### config.mk
export PLATFORM = sky130hd
export DESIGN_NAME = vq18_sort_ctrl
export DESIGN_NICKNAME = d
export VERILOG_FILES = /design/src/rtl/vq18_sort_ctrl.sv
export SDC_FILE = /design/constraint.sdc
export NUM_CORES = 1
export LEC_CHECK = 0
export ABC_AREA = 1
export CELL_PAD_IN_SITES_DETAIL_PLACEMENT = 0
export CELL_PAD_IN_SITES_GLOBAL_PLACEMENT = 2
export CORE_MARGIN = 3
export CORE_UTILIZATION = 32
export CTS_CLUSTER_DIAMETER = 80
export DETAILED_ROUTE_END_ITERATION = 8
export GPL_TIMING_DRIVEN = 0
export PLACE_DENSITY_LB_ADDON = 0.1
export SLEW_MARGIN = 20
export SYNTH_ARGS = -nofsm -noshare
export SYNTH_HDL_FRONTEND = slang
export SYNTH_SLANG_ARGS = --single-unit
### constraint.sdc
create_clock -name clk -period 2.4 [get_ports clk]
set_clock_uncertainty 0.05 [all_clocks]
set_input_delay 0.48 -clock clk [delete_from_list [all_inputs] [get_ports clk]]
set_output_delay 0.48 -clock clk [all_outputs]
set_load 0.02 [all_outputs]
### src/rtl/vq18_sort_ctrl.sv
// ---------------------------------------------------------------------------
// vq18_sort_ctrl
//
// Purpose:
//   Sorts a vector of NEL signed W-bit VQ elements into ascending order with
//   an odd-even transposition network that runs one pass per clock. Each
//   element carries its original lane address through the sort, so the
//   caller gets both the ordered values and the lane each value came from.
//   Ties never swap, so equal values keep their original relative order.
//
// Ports:
//   clk    in   1       single clock; all state changes on the rising edge
//   rst_n  in   1       asynchronous active-low reset
//   Start  in   1       sort request; accepted only in IDLE (pulse or level)
//   Din    in   NEL*W   signed input elements, lane i at [i*W +: W]
//   Busy   out  1       high while a sort is in progress
//   Done   out  1       one-cycle pulse when Dout/Ado carry a new result
//   Dout   out  NEL*W   sorted values, ascending; lane NEL-1 holds the max
//   Ado    out  NEL*5   original lane address of each Dout lane
//
// Configuration:
//   VQ18_EARLY_EXIT_EN  when defined, the sort stops as soon as two
//                       consecutive passes make no swap (minimum 2 passes).
//                       When undefined, exactly NEL passes are always run
//                       and no swap tracking is built. Results are identical.
// ---------------------------------------------------------------------------
module vq18_sort_ctrl #(
    parameter int NEL = 18,
    parameter int W   = 8
) (
    input  logic             clk,
    input  logic             rst_n,
    input  logic             Start,
    input  logic [NEL*W-1:0] Din,
    output logic             Busy,
    output logic             Done,
    output logic [NEL*W-1:0] Dout,
    output logic [NEL*5-1:0] Ado
);

    typedef enum logic [1:0] {
        IDLE = 2'd0,
        SORT = 2'd1,
        DONE = 2'd2
    } state_t;

    state_t state;
    state_t state_nxt;

    logic signed [W-1:0] val     [NEL];
    logic signed [W-1:0] val_nxt [NEL];
    logic        [4:0]   adr     [NEL];
    logic        [4:0]   adr_nxt [NEL];
    logic        [5:0]   pass_cnt;

`ifdef VQ18_EARLY_EXIT_EN
    logic swap_any;
    logic prev_clean;
`endif

    // One transposition pass over the working array. Even passes pair lanes
    // (0,1),(2,3)...; odd passes pair (1,2),(3,4)... so the end lanes rest on
    // odd passes. The pair start parity matches the pass parity, which is
    // just bit 0 of the pass counter. Pairs within a pass never overlap, so
    // every pair can be resolved in parallel from the current array.
    always_comb begin
        val_nxt = val;
        adr_nxt = adr;
`ifdef VQ18_EARLY_EXIT_EN
        swap_any = 1'b0;
`endif
        for (int k = 0; k < NEL - 1; k++) begin
            if (k[0] == pass_cnt[0]) begin
                if (val[k+1] < val[k]) begin
                    val_nxt[k]   = val[k+1];
                    val_nxt[k+1] = val[k];
                    adr_nxt[k]   = adr[k+1];
                    adr_nxt[k+1] = adr[k];
`ifdef VQ18_EARLY_EXIT_EN
                    swap_any     = 1'b1;
`endif
                end
            end
        end
    end

    // State register.
    always_ff @(posedge clk or negedge rst_n) begin
        if (!rst_n) begin
            state <= IDLE;
        end else begin
            state <= state_nxt;
        end
    end

    // Next-state logic. A sort always ends after NEL passes; with early exit
    // it may also end once a clean pass follows another clean pass, since an
    // even and an odd pass with no swaps together prove the array is sorted.
    // DONE lasts one cycle and always returns to IDLE, so Start arriving in
    // SORT or DONE is simply never looked at.
    always_comb begin
        state_nxt = state;
        case (state)
            IDLE: begin
                if (Start) begin
                    state_nxt = SORT;
                end
            end
            SORT: begin
                if (pass_cnt == 6'(NEL - 1)) begin
                    state_nxt = DONE;
                end
`ifdef VQ18_EARLY_EXIT_EN
                else if (!swap_any && prev_clean) begin
                    state_nxt = DONE;
                end
`endif
            end
            DONE: begin
                state_nxt = IDLE;
            end
            default: begin
                state_nxt = IDLE;
            end
        endcase
    end

    // Datapath and registered outputs. Busy follows the SORT state one cycle
    // late so it rises the cycle after Start is taken and drops in the same
    // cycle Done pulses; that leaves the Done cycle free to accept a held
    // Start. Dout/Ado are only written from DONE, so intermediate passes are
    // never visible and the previous result holds throughout a new sort.
    always_ff @(posedge clk or negedge rst_n) begin
        if (!rst_n) begin
            Busy     <= 1'b0;
            Done     <= 1'b0;
            Dout     <= '0;
            Ado      <= '0;
            pass_cnt <= '0;
            for (int i = 0; i < NEL; i++) begin
                val[i] <= '0;
                adr[i] <= '0;
            end
`ifdef VQ18_EARLY_EXIT_EN
            prev_clean <= 1'b0;
`endif
        end else begin
            Done <= 1'b0;
            Busy <= (state == SORT);
            case (state)
                IDLE: begin
                    if (Start) begin
                        pass_cnt <= '0;
                        for (int i = 0; i < NEL; i++) begin
                            val[i] <= Din[i*W +: W];
                            adr[i] <= 5'(i);
                        end
`ifdef VQ18_EARLY_EXIT_EN
                        prev_clean <= 1'b0;
`endif
                    end
                end
                SORT: begin
                    val      <= val_nxt;
                    adr      <= adr_nxt;
                    pass_cnt <= pass_cnt + 6'd1;
`ifdef VQ18_EARLY_EXIT_EN
                    prev_clean <= !swap_any;
`endif
                end
                DONE: begin
                    Done <= 1'b1;
                    for (int i = 0; i < NEL; i++) begin
                        Dout[i*W +: W] <= val[i];
                        Ado[i*5 +: 5]  <= adr[i];
                    end
                end
                default: begin
                end
            endcase
        end
    end

endmodule
Word-level counts from Yosys, hierarchy flattened:

Index checks and enable logic that the tools add are counted.

* flip-flop bits (word level): 478
* latch bits: 0
* RAM bits: 0
* bits in read-only memories: 0
* input port bits: 147
* output and inout port bits: 236
* logic and storage cells: 152
* memories kept: 0

* add/subtract/negate cells: 1
* multipliers: 0
* div/mod/pow operators: 0
* $lt $le $gt $ge: 17
* equal/unequal tests: 8
* shifts and indexed selects: 0
* multiplexer cells: 78
* bitwise logic cells: 0
* reductions and logical operators: 6

Operators by type and width (count)
* 2-to-1 mux 16 bit: 34
* 2-to-1 mux 10 bit: 34
* case mux 144 bit (2 select lines): 1
* case mux 90 bit (2 select lines): 1
* 2-to-1 mux 144 bit: 1
* less-than comparator 8 bit: 17
* 2-to-1 mux 90 bit: 1
* case mux 6 bit (2 select lines): 1
* inequality test 2 bit (second input constant): 5
* AND reduction 4 bit: 2
* adder 6 x 1 -> 6 bit (second input constant): 1
* == test 6 x 5 -> 1 bit (second input constant): 1
* 2-to-1 mux 6 bit: 1
* 2-to-1 mux 2 bit: 2
* case mux 2 bit (2 select lines): 1
* AND reduction 2 bit: 2
* == test 2 x 1 -> 1 bit (second input constant): 1
* == test 2 bit (second input constant): 1
* logical NOT 2 bit: 1
* nonzero test 2 bit: 1
* 2-to-1 mux 1 bit: 1

Depth between registers and ports, before layout:

* depth in word-level cells: 36
* mapped depth: 16

Worst setup path after synthesis:

OpenSTA, ideal clock, no wires.

* path kind: register to register
* start point: register val[111] (netlist bit)
* end point: register val[111] (netlist bit)
* library setup time: 0.113 ns
* arrival time: 1.829 ns
* data required time: 2.237 ns
* path slack: 0.408 ns
* stages on the path, launching flop included: 14
* buffers on the path: 1
* period minus slack after synthesis: 1.992 ns
* cells stage by stage: dfrtp_1 inv_1 ha_1 nand2_1 inv_1 nor3_1 nand2_1 nand2_2 nand3_4 buf_2 nand2_1 o211ai_1 nand2_1 inv_1

* word-level cells in the longest chain between the ends: 6
* elaborated cells between the ends (all ways): 7
* those cells by class: order compare (2); mux (5)

Ends and longest elaborated chain
* start: declaration: line 50 `logic signed [W-1:0] val [NEL];`
* start signal: indexed assignment: line 155 `val[i] <= Din[i*W +: W];`
* start signal: assignment: line 164 `val <= val_nxt;`
* less-than comparator 8 bit: line 74 `if (val[k+1] < val[k]) begin`
* 2-to-1 mux 16 bit: line 74
* 2-to-1 mux 16 bit: line 73 `if (k[0] == pass_cnt[0]) begin`
* 2-to-1 mux 16 bit: line 74
* 2-to-1 mux 16 bit *: line 73
* case mux 144 bit (2 select lines) *: line 150 `case (state)`

Every way passes the cells marked *; elsewhere a longest branch is shown, timed or not.
A chain may end at the register's enable or synchronous reset.

Final worst setup path:

* start point: register pass_cnt[0]
* end point: register val[110] (netlist bit)

* word-level cells in the longest chain between the ends: 4

Ends and longest elaborated chain
* start: declaration: line 54 `logic [5:0] pass_cnt;`
* start signal: assignment: line 166 `pass_cnt <= pass_cnt + 6'd1;`
* 2-to-1 mux 16 bit: line 73
* 2-to-1 mux 16 bit: line 74
* 2-to-1 mux 16 bit *: line 73
* case mux 144 bit (2 select lines) *: line 150

Marks and branches as above.

==> flow_summary_export.csv <==
group,metric,value,unit
run_status,outcome,"completed",
final_layout,num-fill-cells,9314,
sta,max_slew.worst_pin.slew,0.8854,ns
clocking,cts_sinks,478,
floorplan,die_area,92830,µm²
clocking,clk_path_buf_depth,3,
placed_design,hpwl,93270,µm
synthesis,ys_ff_latch,478,
final_layout,multi_input_area,13700,µm²
synthesis,avgSynthCellArea,7.411,µm²
floorplan,die_w,304.7,µm
placed_design,port_buffers,382,
synthesis,seq_area_frac_synth,41.90,%
placed_design,dpl_cell_area,34020,µm²
sta,finalHoldViolCount,0,
synthesis,syn-cell-area,28550,µm²
worst_setup_path,crit_fanout,10,
floorplan,start_util,32.60,%
global_routing,grt_pass1_wl,182700,µm
clocking,cts-root-buf,"clkbuf_16",
worst_setup_path,crit_path_top_delay_cell,"buf_2",
synthesis,synth_cells,3852,
floorplan,io_pins,383,
drt,route.detailed.drc,0,
global_routing,grt_usage,25.85,%
worst_setup_path,endpoint_kind,"register",
min_path,min_path_type,"in -> reg",
worst_setup_path,path_cells,"inv_4 -> clkbuf_4 -> buf_2 -> nand4_1 -> nand2_1 -> inv_1 -> nand2_1 -> a21oi_1",
sta,maxSlewViolCount,0,
global_routing,grt_pass1_vias,27410,
drt,via_per_inst,5.028,
drt,detail-route-antenna-nets,0,
synthesis,synth_fp_nets,4120,
final_layout,layout_commonest_cell,"nand2_1",
clocking,clk_pin_slew,0.06,ns
synthesis,yosysWarnings,0,
worst_setup_path,cpMostUsedCell,"nand2_1",
worst_setup_path,cp_data_arrival_time,2.76,ns
global_routing,grt_overflow,0,
final_layout,stdcell_area,36880,µm²
drt,wl_per_cell,22.20,µm
placed_design,gp_congestion,0.8343,
final_layout,diodes,0,
placed_design,dp_cells,5396,
floorplan,core,87560,µm²
drt,drt_iter0_drc,1953,
final_layout,final_cell_mix,"nand2_1, inv_1, o21ai_0",
sta,post-route-period-util,97.36,%
clocking,htree_levels,3,
synthesis,synth.distinct_cells,40,
worst_setup_path,cp.required,2.82,ns
clocking,clk-insertion-delay-late,0.60,ns
sta,finalSetupViolCount,0,
floorplan,std_cell_rows,108,
clocking,cts_tree,"built",
worst_setup_path,crit_path_start_kind,"register",
drt,num_vias,27860,
job,cap_viol_max_count,0,
worst_setup_path,crit_type,"reg -> reg",
final_layout,final-instance-count-excl-fill,5541,
drt,firstDrtPassIters,5,
sta,fmax,428.0,MHz
sta,rsz0062_at_grt,"yes",
global_routing,antenna_found_initial,0,
sta,finalCriticalPeriod,2.337,ns
sta,relSlewSlack,40.97,%
drt,drt-total-wl,123000,µm
global_routing,grt_max_degree,93,
clocking,numCtsBuffers,66,
final_layout,layout-drive-gt1-share,12.97,%
floorplan,die_h,304.7,µm
final_layout,area_growth,29.18,%
worst_setup_path,max_stage_delay,0.55,ns
final_layout,nets,4609,
final_layout,seq_area,12060,µm²
-- path summary, 6_finish.rpt --
kind / startpoint / endpoint / slack, ns / cells past startpoint
max in group asynchronous: rst_n / val[59] / 0.85 / 3
worst max register to register: pass_cnt[0] / val[110] / 0.06 / 8
worst min-delay path: Din[137] / val[1] / 0.40 / 3
worst max-delay path: pass_cnt[0] / val[110] / 0.06 / 8
worst min register to register: Ado[89] / Ado[89] / 0.42 / 2
min in group asynchronous: rst_n / Dout[12] / 0.41 / 2
-- cells by family after synthesis --
logic type / Yosys count / share of synthesized area, %
simple gates: 1755 / 28.03
buf+inv: 726 / 10.72
flops: 478 / 41.90
compound gates: 772 / 14.04
fa+ha+maj: 121 / 5.304
-- cell type report --
cell class | count | share of cell area (%)
sequential | 478 | 32.71
timing repair buffer | 421 | 11.60
tap | 1155 | 3.919
buffer | 233 | 3.719
clock inverter | 18 | 0.5802
multi-input combinational | 2648 | 37.16
inverter | 493 | 5.069
clock buffer | 95 | 5.245
-- routing by layer --
layer	up-vias	global-route usage (%)	routed length, µm
li1	13620	-	-
met1	13480	36.66	58290
met2	640	41.50	56300
met3	128	3.708	5467
met4	0	6.373	2947
met5	-	0	0
-- per-stage QoR --
stage | setup TNS (ns) | hold WS (ns) | setup slack, ns | utilization (%)
floorplan | 0 | 0.1344 | 0.4085 | -
global placement | - | 0.4096 | -22.94 | 38.62
detailed placement | -106.13 | 0.4083 | -0.7063 | 38.85
CTS | 0 | 0.3663 | 0.001094 | 41.46
global route | -0.1652 | 0.4135 | -0.03009 | 42.11
finish | 0 | 0.3977 | 0.06347 | 42.11
-- worst max-delay path: cells and delay by family, from the launching register on --
kind | cells | cell delay (ns)
compound gates | 1 | 0.06
buf+inv | 4 | 1.34
flops | 1 | 0.44
simple gates | 3 | 0.31
-- state kept, by name, summed over array words and instances, names as in the netlist --
register,cells
Dout,144
val,144
Ado,90
adr,90
pass_cnt,6
state,2
Busy,1
Done,1
-- cells in the mapped netlist (all sizes together) --
cell type	n	area, µm²
nand2	1007	3946
o21ai	532	2681
inv	492	1849
dfrtp	478	11960
nor2	291	1169
nand4	246	1539
a21oi	210	1111
nand3	205	1301
buf	134	835.8
ha	121	1514
clkbuf	99	371.6
o22ai	10	62.56
a22oi	7	52.55
o211ai	6	45.04
nor3	5	35.03
o21a	3	22.52
a211oi	1	7.510
a32oi	1	8.760
a41oi	1	8.760
clkinv	1	3.750
nor3b	1	12.51
o31ai	1	7.510
-- what timing repair did --
| item | CTS | global route |
|---|---|---|
| gates resized for setup | 61 | 223 |
| pin swaps | 2 | 8 |
| endpoints found under the hold margin | 71 | 0 |
| hold buffers | 1 | 0 |
| endpoints found under the setup margin | 248 | 242 |
| setup buffers | 1 | 30 |
Power is left out: the tool's default activity adds up to more than one toggle a clock period on the data nets, which glitch-free logic cannot reach.
